**src/rtl/cdb_arbiter_pkg.sv**
```systemverilog
// Shared widths and the requester packet layout for the CDB arbitration slice.
package cdb_arbiter_pkg;

  localparam int CDB_NUM_REQ = 4;
  localparam int ROB_TAG_W   = 5;
  localparam int CDB_DATA_W  = 32;

  typedef struct packed {
    logic                  valid;
    logic [ROB_TAG_W-1:0]  tag;
    logic [CDB_DATA_W-1:0] value;
  } cdb_req_packet_t;

endpackage

```
**src/rtl/cdb_arbiter_rr_arbiter.sv**
```systemverilog
// Combinational round-robin pick: first set request at or above ptr, wrapping,
// found by scanning a doubled copy of the request vector.
module rr_arbiter #(
  parameter int N     = 4,
  parameter int PTR_W = $clog2(N)
) (
  input  logic [N-1:0]     req,
  input  logic [PTR_W-1:0] ptr,
  output logic [N-1:0]     grant,
  output logic [PTR_W-1:0] grant_idx,
  output logic             grant_any
);

  localparam logic [PTR_W:0] N_EXT = (PTR_W+1)'(N);

  logic [2*N-1:0] w_req_dbl;

  assign w_req_dbl = {req, req};

  always_comb begin
    logic [PTR_W:0] j;
    logic [PTR_W:0] j_wrap;
    grant     = '0;
    grant_idx = '0;
    grant_any = 1'b0;
    j         = '0;
    j_wrap    = '0;
    for (int k = 0; k < N; k++) begin
      j      = {1'b0, ptr} + (PTR_W+1)'(k);
      j_wrap = (j >= N_EXT) ? (j - N_EXT) : j;
      if (!grant_any && w_req_dbl[j]) begin
        grant_any                 = 1'b1;
        grant_idx                 = j_wrap[PTR_W-1:0];
        grant[j_wrap[PTR_W-1:0]] = 1'b1;
      end
    end
  end

endmodule

```
**src/rtl/cdb_arbiter.sv**
```systemverilog
// One-entry holding register per functional unit, round-robin pick of one held
// result per cycle, registered CDB broadcast; squash drops everything in flight.
module cdb_arbiter
  import cdb_arbiter_pkg::*;
#(
  parameter int NUM_REQ = CDB_NUM_REQ,
  parameter int TAG_W   = ROB_TAG_W,
  parameter int DATA_W  = CDB_DATA_W
) (
  input  logic                    clock,
  input  logic                    reset,
  input  logic                    squash,
  input  logic [NUM_REQ-1:0]      req_valid,
  input  logic [NUM_REQ*TAG_W-1:0]  req_tag,
  input  logic [NUM_REQ*DATA_W-1:0] req_value,
  output logic [NUM_REQ-1:0]      req_ready,
  output logic                    cdb_valid,
  output logic [TAG_W-1:0]        cdb_tag,
  output logic [DATA_W-1:0]       cdb_value,
  output logic [NUM_REQ-1:0]      hold_occ
);

  localparam int PTR_W = $clog2(NUM_REQ);

  logic [NUM_REQ-1:0] r_hold_v;
  logic [TAG_W-1:0]   r_hold_tag [NUM_REQ];
  logic [DATA_W-1:0]  r_hold_val [NUM_REQ];
  logic [PTR_W-1:0]   r_rr_ptr;
  logic               r_cdb_valid;
  logic [TAG_W-1:0]   r_cdb_tag;
  logic [DATA_W-1:0]  r_cdb_value;

  logic [NUM_REQ-1:0] w_grant;
  logic [PTR_W-1:0]   w_grant_idx;
  logic               w_grant_any;
  logic [NUM_REQ-1:0] w_accept;

  rr_arbiter #(
    .N     (NUM_REQ),
    .PTR_W (PTR_W)
  ) u_rr (
    .req       (r_hold_v),
    .ptr       (r_rr_ptr),
    .grant     (w_grant),
    .grant_idx (w_grant_idx),
    .grant_any (w_grant_any)
  );

  // Handshake: a result transfers on a rising edge where req_valid[i] and
  // req_ready[i] are both high; valid without ready is held by the requester.
  // Ready is high when the slot is empty or being granted this cycle, and
  // low for all requesters during squash.
  assign req_ready = {NUM_REQ{~squash}} & (~r_hold_v | w_grant);
  assign w_accept  = req_valid & req_ready;

  always_ff @(posedge clock or negedge reset) begin
    if (!reset) begin
      r_hold_v <= '0;
      for (int i = 0; i < NUM_REQ; i++) begin
        r_hold_tag[i] <= '0;
        r_hold_val[i] <= '0;
      end
    end else if (squash) begin
      r_hold_v <= '0;
    end else begin
      for (int i = 0; i < NUM_REQ; i++) begin
        if (w_accept[i]) begin
          r_hold_v[i]   <= 1'b1;
          r_hold_tag[i] <= req_tag[i*TAG_W +: TAG_W];
          r_hold_val[i] <= req_value[i*DATA_W +: DATA_W];
        end else if (w_grant[i]) begin
          r_hold_v[i] <= 1'b0;
        end
      end
    end
  end

  // Tag/value keep their last broadcast contents when no grant occurs.
  always_ff @(posedge clock or negedge reset) begin
    if (!reset) begin
      r_cdb_valid <= 1'b0;
      r_cdb_tag   <= '0;
      r_cdb_value <= '0;
      r_rr_ptr    <= '0;
    end else if (squash) begin
      r_cdb_valid <= 1'b0;
    end else if (w_grant_any) begin
      r_cdb_valid <= 1'b1;
      r_cdb_tag   <= r_hold_tag[w_grant_idx];
      r_cdb_value <= r_hold_val[w_grant_idx];
      r_rr_ptr    <= (w_grant_idx == PTR_W'(NUM_REQ-1)) ? '0 : (w_grant_idx + 1'b1);
    end else begin
      r_cdb_valid <= 1'b0;
    end
  end

  assign cdb_valid = r_cdb_valid;
  assign cdb_tag   = r_cdb_tag;
  assign cdb_value = r_cdb_value;
  assign hold_occ  = r_hold_v;

endmodule

```
**config.mk**
```make
export PLATFORM = sky130hd
export DESIGN_NAME = cdb_arbiter
export DESIGN_NICKNAME = d
export VERILOG_FILES = /design/src/rtl/cdb_arbiter_pkg.sv /design/src/rtl/cdb_arbiter_rr_arbiter.sv /design/src/rtl/cdb_arbiter.sv
export SDC_FILE = /design/constraint.sdc
export NUM_CORES = 1
export LEC_CHECK = 0
export CAP_MARGIN = 20
export CORE_AREA = 2 2 130 183
export CTS_CLUSTER_SIZE = 14
export DETAILED_ROUTE_END_ITERATION = 6
export DIE_AREA = 0 0 132 185
export PLACE_DENSITY_LB_ADDON = 0.2
export REMOVE_ABC_BUFFERS = 1
export SLEW_MARGIN = 25
export SYNTH_ARGS = -nofsm -noshare
export SYNTH_HDL_FRONTEND = slang
export SYNTH_SLANG_ARGS = --single-unit
export TNS_END_PERCENT = 20
```
**constraint.sdc**
```tcl
create_clock -name clock -period 8.7 [get_ports clock]
set_clock_uncertainty 0.05 [all_clocks]
set_input_delay 2.61 -clock clock [delete_from_list [all_inputs] [get_ports clock]]
set_output_delay 2.61 -clock clock [all_outputs]
set_load 0.05 [all_outputs]
```
# Word-level counts from Yosys, hierarchy flattened
# Index checks and enable logic that the tools add are counted.
# W data, S select, Z words.
dict set report totals {
  regBits 192
  in_bits 155
  wordCells 120
}
dict set report op_classes {
  addsub 8
  magnitude_cmp 17
  eq_ne 1
  n_mux 50
  bitwise_logic 9
  reduce_logical 19
}
# cell n
set op_table {}
lappend op_table {{$bmux W32 S2} 1}
lappend op_table {{$mux W32} 2}
lappend op_table {{$mux W1} 22}
lappend op_table {{$mux W4} 5}
lappend op_table {{$mux W2} 9}
lappend op_table {{$or A4 B4 Y4} 4}
lappend op_table {{$ge A3 B3 Y1 const B} 4}
lappend op_table {{$lt A2 B3 Y1 const B} 4}
lappend op_table {{$lt A3 B4 Y1 const B} 3}
lappend op_table {{$reduce_bool A3 Y1} 4}
lappend op_table {{$bmux W5 S2} 1}
lappend op_table {{$mux W5} 2}
lappend op_table {{$reduce_and A2 Y1} 5}
lappend op_table {{$bmux W1 S3} 3}
lappend op_table {{$and A4 B4 Y4} 2}
lappend op_table {{$demux W1 S2} 4}
lappend op_table {{$ge A2 B1 Y1 const B} 4}
lappend op_table {{$sub A2 B1 Y2 const B} 4}
lappend op_table {{$logic_and A1 B1 Y1} 7}
lappend op_table {{$add A2 B2 Y3 const B} 2}
lappend op_table {{$lt A2 B4 Y1 const B} 1}
lappend op_table {{$not A4 Y4} 1}
lappend op_table {{$add A2 B1 Y3 const B} 1}
lappend op_table {{$ge A2 B3 Y1 const B} 1}
lappend op_table {{other kinds (6)} 8}

# Longest topological paths before layout
dict set report depth {
  word_depth 18
  depth_mapped 13
  depth_no_buf 8
}

# Cells and area by module
# A second synthesis with hierarchy kept.
dict set report hier_totals {
  hier_cells 601
  area_unflattened_um2 9098.7
}
# module instances cells_each area_per_inst_um2
set by_module_without_submodules {}
lappend by_module_without_submodules {cdb_arbiter 1 556 8677.1}
lappend by_module_without_submodules {rr_arbiter 1 45 421.7}

# Least setup slack after synthesis
# No wires, ideal clock.
dict set report synth_timing {
  path_kind {input-to-output}
  from {input squash}
  to {output req_ready[0]}
  arrival_ps 3470
  required_ps 6040
  setup_slack_ps 2570
  path_stages 2
  n_path_buf 1
  path_cell_list {clkbuf_1 > nor2_1}
}
dict set report synth_via {
  elab_chain_cells 2
}
# item line
set synth_rtl {}
lappend synth_rtl {{from (decl)} cdb_arbiter.sv:12} ;# input logic squash,
lappend synth_rtl {{$not A1 Y1 (no source line)} n/a}
lappend synth_rtl {{$and A4 B4 Y4} cdb_arbiter.sv:53} ;# assign req_ready = {NUM_REQ{~squash}} & (~r_hold_v | w_grant);
lappend synth_rtl {{to (decl)} cdb_arbiter.sv:16} ;# output logic [NUM_REQ-1:0] req_ready,
# Every way passes these cells.

==> results.tsv <==
stage	metric	value	unit
clock_network	clock_latency	0.44	ns
die	coreArea	22870	µm²
clock_network	post_cts_resized	0	
timing	worstMarginPinSlew	1.017	ns
grt	antenna_found_initial	0	
grt	grt_pass1_wl	43660	µm
synthesis	synth_top_family_by_area	multiplexers	
die	ios	201	
critical_path	cp-start-kind	flip-flop	
die	die_y	185	µm
grt	grt_pass1_vias	7772	
pwr	ir_worst_vdd	0.1910	mV
critical_path	worstSetupPathType	flip-flop to output port	
worst_hold_path	holdCritPathClass	flip-flop to flip-flop	
finish	layout_commonest_cell	nand2_1	
critical_path	critPathMaxFanout	21	
route	ant_nets	0	
route	drc_errors	0	
timing	period_needed	7.306	ns
critical_path	cpMaxStageDelayCell	dfrtp_1	
critical_path	timing.rr.end	r_hold_val[65]	
clock_network	cts.path.max_buffers	2	
synthesis	synth_top_flop_cell	dfrtp_1	
grt	grt_max_degree	121	
critical_path	cp_slowest_stage_delay	0.85	ns
finish	fin_util	0.5602	
clock_network	cts_setup_buffers	0	
critical_path	crit_arrival	4.65	ns
critical_path	r2r_cells	7	
clock_network	cts-root-buf	clkbuf_16	
timing	finalSetupViolCount	0	
critical_path	path_buf_inv	2	
clock_network	tritoncts	yes	
synthesis	ys_seq_area_frac	0.4754	
synthesis	postSynthCellCount	914	
pwr	cellLeakagePower	0.005492	µW
timing	period_share	0.8398	
synthesis	yosys_warnings	0	
clock_network	clk_pin_slew	0.07	ns
finish	final_cell_mix	nand2_1, clkdlybuf4s50_1, dfrtp_1	
finish	regArea	4805	µm²
route	first_iter_violations	586	
timing	slew_viol_final	0	
worst_hold_path	min_from	r_hold_val[68]	
route	drt-total-wl	27800	µm
synthesis	synth_compound_area_frac	0.06488	
critical_path	crit_chain	clkinv_1 -> ha_1 -> mux4_2 -> a22o_1 -> a221oi_2 -> nor2_1 -> clkdlybuf4s50_1	
critical_path	required	6.04	ns
place	gp_congestion	0.8298	
die	initial_core_util	0.4418	
timing	rsz0062_at_grt	false	
synthesis	synth_top_area_share	0.4754	
route	vias	7693	
timing	slew_headroom	0.3219	
place	pre_cts_slack	1.738	ns
worst_hold_path	hold-path-cell-count	1	
synthesis	yosys_register_bits	192	
outcome	status	finished clean	
synthesis	synthTopCellsByArea	dfrtp_1, mux2_4, nand2_1	
run	max_cap_viol_count	0	
synthesis	yosys.area_share.xor_xnor	0.001733	
synthesis	synth_edf_count	0	
finish	num-fill-cells	2022	
clock_network	cts_max_level	4	
synthesis	ys_types	49	
route	post_drt_wl_per_cell	19.87	µm
synthesis	synth-simple-area-share	0.1858	
synthesis	ys_async_sr_fraction	1.000	
die	die_w	132	µm
timing	layout_setup_ws	1.394	ns
timing	hold_viol	0	
grt	grtUsageTotal	0.2328	
place	hpwl	17040	µm
finish	syn2layout_area_growth	26.80	%
synthesis	yosysTopAreaCell	dfrtp_1	
critical_path	crit_cells	7	
clock_network	cts.sinks	192	
timing	fin_tns_setup	0	ns
die	rows	66	
finish	multi_input_area	4942	µm²
clock_network	holdBufCountCts	0	
synthesis	syn_area	10110	µm²
synthesis	synth_mux_area_frac	0.2243	
finish	num_antenna_cells	0	
timing	hold_slack	0.4586	ns
critical_path	cpLargestDelayFamily	buffers and inverters	
critical_path	setup.worst_path.end_class	output port	
synthesis	yosys.area_share.adder	0.007429	
grt	grt_remaining_overflow	0	
route	vias_per_cell	5.499	
worst_hold_path	hold-path-endpoint	r_hold_val[68]	
die	dieArea	24420	µm²
timing	max_clock_freq	136.9	MHz
finish	final_nets	1241	
critical_path	reg2reg_slack	3.91	ns
place	port-buffer-count	200	
pwr	power_density	380.0	nW/µm²
clock_network	cts_made_buffers	17	
synthesis	syn_avg_cell_area	11.06	µm²
finish	drive_gt1_frac	0.1985	
route	first_pass_iters	5	
## metrics by stage
stage | instance area, µm² | total power (µW) | cells
after global routing | 12810 | 5187 | 1399
after CTS | 12810 | 4890 | 1399
after floorplan | 9709 | 3336 | 847
after detailed placement | 12250 | 4123 | 1367
after global placement | 12250 | 4089 | 1367
final | 12810 | 4869 | 1399
## cell usage after synthesis (2+ instances only)
library cell,n
nand2_1,268
dfrtp_1,192
mux2_4,120
nand4_1,72
nand3_1,37
o2111a_1,36
clkbuf_1,33
mux2_2,30
nor2_1,19
buf_6,17
buf_2,14
ha_1,6
mux2i_1,6
nor3_1,5
nor3b_1,5
a22o_1,4
a211oi_1,3
a21oi_1,3
a221oi_2,3
buf_1,3
mux4_2,3
nor2b_1,3
nor4_1,2
o211ai_1,2
o21ai_0,2
or3_1,2
xnor2_1,2
## logic make-up (layout without fill, tap and decap cells)
kind of cell | Yosys count | after routing
AO/OA/AOI/OAI | 66 | 66
adder cells (fa/ha/maj) | 6 | 6
XOR/XNOR | 2 | 2
AND/OR/NAND/NOR | 419 | 419
multiplexers | 159 | 159
flip-flops | 192 | 192
buffers and inverters | 70 | 249
## registers in the layout, summed over array words and instances (netlist names), named ones only
signal,cells
r_rr_ptr,1
cdb_value,32
r_hold_tag,20
cdb_tag,5
r_hold_val,128
cdb_valid,1
hold_occ,4
## area by class of cell
cell class	count	share of cell area
clock buffer	19	0.03534
clock inverter	13	0.008202
inverter	3	0.0008787
multi-input combinational	652	0.3857
sequential	192	0.3749
tap	306	0.02988
timing repair buffer	214	0.1651
## routing by layer
metal | up-vias | track usage | wire, µm
li1 | 3597 | - | -
met1 | 3847 | 0.2979 | 12160
met2 | 220 | 0.3994 | 13780
met3 | 29 | 0.04680 | 1378
met4 | 0 | 0.06957 | 478
met5 | - | 0 | 0
## report_power, final
part           internal [µW]  leakage (µW)  total, µW  switching (µW)
sequential              1250       0.00228       1540             289
combinational           1080       0.00295       2570            1490
clock                    386      0.000263        756             370
## how the worst max path moves through the flow
stage | startpoint | end | slack [ns]
after floorplan | flip-flop | r_hold_val[100] | 1.22
after global placement | squash | req_ready[0] | 1.77
after detailed placement | squash | req_ready[0] | 1.74
after CTS | flip-flop | req_ready[3] | 1.44
after global routing | flip-flop | req_ready[2] | 1.12
final | flip-flop | req_ready[3] | 1.39
No activity file was read; power rests on OpenSTA's default activity.
